$ cat src/rtl/prog_loader.sv
// prog_loader: banked run-time memories streamed out as framed serial
// packets, then core run supervision with done handshake and timeout.
module prog_loader #(
  parameter int DATA_W = 8,
  parameter int ADDR_W = 4,
  parameter int NBANKS = 2,
  parameter int CLK_DIV = 2,
  parameter int RUN_TIMEOUT = 0,
  localparam int FRAME_W = 1 + DATA_W + ADDR_W,
  localparam int MODE_W = $clog2(NBANKS + 2),
  localparam int BSEL_W = (NBANKS > 1) ? $clog2(NBANKS) : 1
) (
  input  logic              clk,
  input  logic              rst,
  input  logic              wr_en,
  input  logic [BSEL_W-1:0] wr_bank,
  input  logic [ADDR_W-1:0] wr_addr,
  input  logic [DATA_W-1:0] wr_data,
  input  logic [ADDR_W:0]   len_in,
  input  logic              start,
  input  logic              done_in,
  output logic              mosi_out,
  output logic              sclk_out,
  output logic [MODE_W-1:0] mode_out,
  output logic              busy,
  output logic              done_out,
  output logic              timeout_out
);

  localparam int DEPTH = 2 ** ADDR_W;
  localparam int BIT_W = $clog2(FRAME_W);
  localparam int DIV_W = (CLK_DIV > 2) ? $clog2(CLK_DIV) : 1;
  localparam int RUN_W = (RUN_TIMEOUT > 1) ? $clog2(RUN_TIMEOUT) : 1;
  localparam logic [BSEL_W:0]   NB = (BSEL_W + 1)'(NBANKS);
  localparam logic [BSEL_W-1:0] B_LAST = BSEL_W'(NBANKS - 1);
  localparam logic [BIT_W-1:0]  BIT_LAST = BIT_W'(FRAME_W - 1);
  localparam logic [DIV_W-1:0]  DIV_LAST = DIV_W'(CLK_DIV - 1);
  localparam logic [DIV_W-1:0]  DIV_HALF = DIV_W'(CLK_DIV / 2);
  localparam logic [DIV_W-1:0]  SETUP_LAST = DIV_W'(1);
  localparam logic [RUN_W-1:0]  RUN_LAST = RUN_W'(RUN_TIMEOUT - 1);
  localparam logic [MODE_W-1:0] MODE_RUN = MODE_W'(NBANKS + 1);

  typedef enum logic [2:0] {
    S_IDLE, S_SETUP, S_SHIFT, S_GAP, S_RUN, S_FIN
  } state_t;

  state_t state, state_d;

  logic [DATA_W-1:0]  mem [NBANKS][DEPTH];
  logic [ADDR_W:0]    len_q;
  logic [BSEL_W-1:0]  b;
  logic [ADDR_W-1:0]  w;
  logic [DIV_W-1:0]   cnt;
  logic [BIT_W-1:0]   bit_i;
  logic [RUN_W-1:0]   run_cnt;
  logic               timeout_q;
  logic [FRAME_W-1:0] frame;
  logic [MODE_W-1:0]  bank_mode;
  logic               w_last, b_last, bit_end, run_to;

  // memory is deliberately left out of reset so programs survive rst
  always_ff @(posedge clk) begin
    if (wr_en && state == S_IDLE && {1'b0, wr_bank} < NB)
      mem[wr_bank][wr_addr] <= wr_data;
  end

  assign frame = {1'b0, mem[b][w], w};
  assign bank_mode = MODE_W'(b) + MODE_W'(1);
  assign w_last = ({1'b0, w} == len_q - 1'b1);
  assign b_last = (b == B_LAST);
  assign bit_end = (cnt == DIV_LAST);
  assign run_to = (RUN_TIMEOUT != 0) && (run_cnt == RUN_LAST);
  assign timeout_out = timeout_q;

  always_ff @(posedge clk) begin
    if (rst) state <= S_IDLE;
    else state <= state_d;
  end

  always_comb begin
    state_d = state;
    unique case (state)
      S_IDLE:
        if (start) state_d = (len_in == '0) ? S_RUN : S_SETUP;
      S_SETUP:
        if (cnt == SETUP_LAST) state_d = S_SHIFT;
      S_SHIFT:
        if (bit_end && bit_i == BIT_LAST) state_d = S_GAP;
      S_GAP:
        state_d = (w_last && b_last) ? S_RUN : S_SETUP;
      S_RUN:
        if (done_in || run_to) state_d = S_FIN;
      S_FIN:
        if (!start) state_d = S_IDLE;
      default:
        state_d = S_IDLE;
    endcase
  end

  always_comb begin
    mode_out = '0;
    mosi_out = 1'b0;
    sclk_out = 1'b0;
    busy = (state != S_IDLE);
    done_out = 1'b0;
    unique case (state)
      S_SETUP: begin
        mode_out = bank_mode;
        mosi_out = frame[0];
      end
      S_SHIFT: begin
        mode_out = bank_mode;
        mosi_out = frame[bit_i];
        sclk_out = (cnt >= DIV_HALF);
      end
      S_RUN: mode_out = MODE_RUN;
      S_FIN: done_out = 1'b1;
      default: ;
    endcase
  end

  always_ff @(posedge clk) begin
    if (rst) begin
      len_q <= '0;
      b <= '0;
      w <= '0;
      cnt <= '0;
      bit_i <= '0;
      run_cnt <= '0;
      timeout_q <= 1'b0;
    end else begin
      run_cnt <= (state == S_RUN) ? run_cnt + 1'b1 : '0;
      unique case (state)
        S_IDLE: begin
          cnt <= '0;
          bit_i <= '0;
          b <= '0;
          w <= '0;
          if (start) begin
            len_q <= len_in;
            timeout_q <= 1'b0;
          end
        end
        S_SETUP:
          cnt <= (cnt == SETUP_LAST) ? '0 : cnt + 1'b1;
        S_SHIFT:
          if (bit_end) begin
            cnt <= '0;
            bit_i <= bit_i + 1'b1;
          end else begin
            cnt <= cnt + 1'b1;
          end
        S_GAP: begin
          cnt <= '0;
          bit_i <= '0;
          if (!w_last) begin
            w <= w + 1'b1;
          end else if (!b_last) begin
            b <= b + 1'b1;
            w <= '0;
          end
        end
        S_RUN:
          if (run_to && !done_in) timeout_q <= 1'b1;
        default: ;
      endcase
    end
  end

endmodule

$ cat config.mk
export PLATFORM = sky130hd
export DESIGN_NAME = prog_loader
export DESIGN_NICKNAME = d
export VERILOG_FILES = /design/src/rtl/prog_loader.sv
export SDC_FILE = /design/constraint.sdc
export NUM_CORES = 1
export LEC_CHECK = 0
export CAP_MARGIN = 10
export CORE_ASPECT_RATIO = 1.4
export CORE_MARGIN = 4
export CORE_UTILIZATION = 25
export DETAILED_ROUTE_END_ITERATION = 10
export GPL_TIMING_DRIVEN = 0
export PLACE_DENSITY = 0.47
export SYNTH_ARGS = -nofsm -noshare
export SYNTH_HDL_FRONTEND = slang
export SYNTH_SLANG_ARGS = --single-unit
$ cat constraint.sdc
create_clock -name clk -period 2.8 [get_ports clk]
set_input_delay 0.42 -clock clk [delete_from_list [all_inputs] [get_ports clk]]
set_output_delay 0.42 -clock clk [all_outputs]
set_load 0.1 [all_outputs]
==> qor.yml <==
synth:
  post_synth_edffs: 256
  synth-warning-count: 0
  synth_area_leaders: "edfxtp_1 (67%), mux4_2 (6.3%), mux2i_1 (3.8%), dfxtp_1 (3.3%), mux4_1 (2.5%)"
  ys_ff_latch: 275
  syn_nets: 701
  synth.yosys.seq_area_share_pct: 70.5
  yosys.area.top_type: "edfxtp_1"
  syn-mean-instance-area_um2: 17.0
  synth_top_flop_cell: "edfxtp_1"
  proportion_of_register_bits_with_asynchronous_set_or_reset_after_synthesis_pct: 0
  yosysTopAreaCellShare_pct: 67.1
  synth_cell_type_count: 59
  syn-cell-area_um2: 11400
  synthCells: 674
timing:
  worst-slew-pin-transition_ps: 1190
  finalMaxSlewViolations: 0
  relSlewSlack_pct: 20.6
  layout_min_cycle_time_ps: 3610
  fmaxAchievable_mhz: 277
  clock-skew-final_ps: 25.6
  final_min_period_over_clock_period_pct: 129
  timing.final.hold_violations: 0
  setup_viol: 1
  setup_slack_ps: -809
  setup_total_negative_slack_ps: -809
  rsz0062_at_grt: "yes"
finish:
  mostFrequentLayoutCells: "edfxtp_1 (256), mux2i_1 (38), mux4_2 (34)"
  final_common_cell: "edfxtp_1"
  fillerInstances: 4542
  instances_no_fill: 1403
  layout.nets: 797
  area_delta_synth_final_pct: 25.1
  layout_cells_sized_above_1_pct: 28.8
  antennaDiodeCount: 0
cts:
  number_of_buffers_created_by_cts: 29
  cts.htree.levels: 1
  cts_root_buf: "clkbuf_16"
  cts_num_sinks: 275
  path_clk_slew_ps: 60
  cts_max_path_buffers: 3
  cts_tree: "yes"
  clock_latency_ps: 560
floorplan:
  boundaryPins: 30
  floorplan.initialDensity_pct: 25.4
  placementRows: 92
  floorplan.core_area_um2: 45100
  overall_die_height_um: 261
  die_area_um2: 49300
  fp.dieW_um: 189
routing:
  totalWireLength_um: 32500
  route.antenna.remaining_nets: 0
  iteration_0_drc_markers: 641
  drc: 0
  drtPass1Iterations: 5
  dr_total_vias: 6526
  wl_per_cell_um: 23.2
  vias_per_cell: 4.65
min_path:
  timing.hold.worst.class: "input port to register"
  min_from: "len_in[2]"
  end_point_of_the_most_critical_hold_path: "len_q[2]"
  min_path_cells: 3
power:
  leakage_uw: 0.00436
  peakVddDrop_mv: 0.339
  power.density_cell_area_nw_per_um2: 625
setup_path:
  worst_reg2reg_path_length_in_cells: 7
  crit_type: "register to primary output"
  critical_path_required_ps: 2380
  arrival_ps: 3190
  crit_path_cell_trace: "buf_12 > buf_12 > buf_12 > buf_12 > mux2i_1 > a221oi_1 > o21ai_1 > a211o_1 > a32oi_2 > o21ai_2 > a31oi_2 > buf_6"
  reg2reg_to: "mem[1][120]"
  critPathBufInv: 5
  worstReg2RegStart: "state[1]"
  crit_path_end_kind: "primary output"
  path_max_fanout: 6
  worst_path_dominant_cell_family: "compound AO/OA/AOI/OAI gates"
  crit_slowest_cell: "a211o_1"
  setup.reg_to_reg.worst_slack_ps: 170
  worst_setup_path_start_kind: "register"
  critical-path-max-stage-delay_ps: 350
  timing.critical_path.mode_cell: "buf_12"
run:
  cap_violations: 0
global_routing:
  groute.usage.overall_pct: 13.0
  overflow_left_after_global_routing: 0
  grt_pass1_vias: 6741
  grt_pass1_wl_um: 47100
  antenna_violations_before_repair: 0
  grt_start_max_net_pins: 33
placement:
  gp_congestion: 0.834
  dp_cells: 1315
  hpwl_um: 21000
  numPortBuffers: 28
run_status:
  failing_checks: "setup timing"
  outcome: "finished with violations"
## power breakdown
| group | leakage (uW) | total [uW] | internal [uW] | switching [uW] |
|---|---|---|---|---|
| clock network | 0.000431 | 3680 | 2090 | 1590 |
| logic | 0.00147 | 689 | 222 | 467 |
| registers | 0.00246 | 4580 | 4550 | 34.5 |
## worst min-delay path, delay by kind of cell
kind / cells / cell delay, ps
simple gates: 1 / 50
mux: 1 / 140
buf+inv: 1 / 420
## cell usage after synthesis (all sizes together) (2+ instances only)
cell / n
edfxtp: 256
nor2: 65
mux2i: 43
mux4: 43
nand2: 29
buf: 25
a21oi: 22
dfxtp: 19
inv: 13
nand3: 11
o21ai: 11
a211oi: 10
clkbuf: 10
mux2: 9
nor3: 8
o31ai: 8
nor2b: 7
o22ai: 7
o221ai: 6
a211o: 5
a221oi: 5
nand3b: 5
xor2: 5
ha: 4
or3b: 4
a2111oi: 3
a31oi: 3
nand4: 3
o211ai: 3
or4: 3
a221o: 2
a22oi: 2
a311oi: 2
a32oi: 2
and2: 2
and3: 2
nand2b: 2
or3: 2
xnor2: 2
## worst max-delay path by stage
stage               cells after the start           to  startpoint  slack [ps]
floorplan                               3  mode_out[0]    state[0]        -610
global placement                       10     mosi_out        w[0]       -1800
detailed placement                     10     mosi_out        w[0]       -1780
CTS                                    13     mosi_out    register        -790
global route                           10     mosi_out    register        -920
finish                                 12     mosi_out    register        -810
## registers in the layout, indices dropped and copies added, names as in the netlist, named ones only
name     flops
mem        256
len_q        5
bit_i        4
w            4
state        3
b            1
bit_end      1
## cells by family (layout without fill, tap and decap cells)
| group | count (synthesis) | count (layout) | synth area share (%) |
|---|---|---|---|
| xor+xnor | 7 | 7 | 0.535 |
| mux | 95 | 95 | 13.5 |
| simple gates | 147 | 147 | 6.01 |
| other cells | 1 | 1 | 0.0328 |
| buf+inv | 49 | 167 | 3.08 |
| fa+ha+maj | 4 | 4 | 0.437 |
| compound gates | 96 | 96 | 5.98 |
| flops | 275 | 275 | 70.5 |
## through the flow
step	power [uW]	hold slack (ps)	worst slack [ps]	util [%]	cell area, um2
after global routing	9260	514	-920	31.7	14300
after floorplan	5030	482	-609	-	11500
final	8950	502	-809	31.7	14300
after global placement	5270	511	-1800	27.7	12500
after CTS	8970	486	-794	31.2	14100
after detailed placement	5280	518	-1780	27.8	12500
## repair_timing
item                                    4_1_cts  5_1_grt
hold buffers                                  0        0
gates resized for setup                     136       16
gates cloned                                  3        0
buffers inserted                             24        5
endpoints found under the setup margin      262      204
pin swaps                                    25        3
## layout make-up
cell class	instances	area [um2]	area share (%)
Multi-Input combinational cell	350	3350	23.4
Inverter	14	53.8	0.376
Clock inverter	15	126	0.882
Sequential cell	275	8070	56.4
Tap cell	611	764	5.34
Clock buffer	38	759	5.30
Buffer	34	403	2.81
Timing Repair Buffer	66	793	5.54
## routing by layer
metal  global-route usage [%]  share of wire [%]
met1                     15.8                 40
met2                     24.3                 53
met3                     2.01                4.8
met4                     2.92                1.7
met5                        0                  0
(Power assumes the default switching activity.)
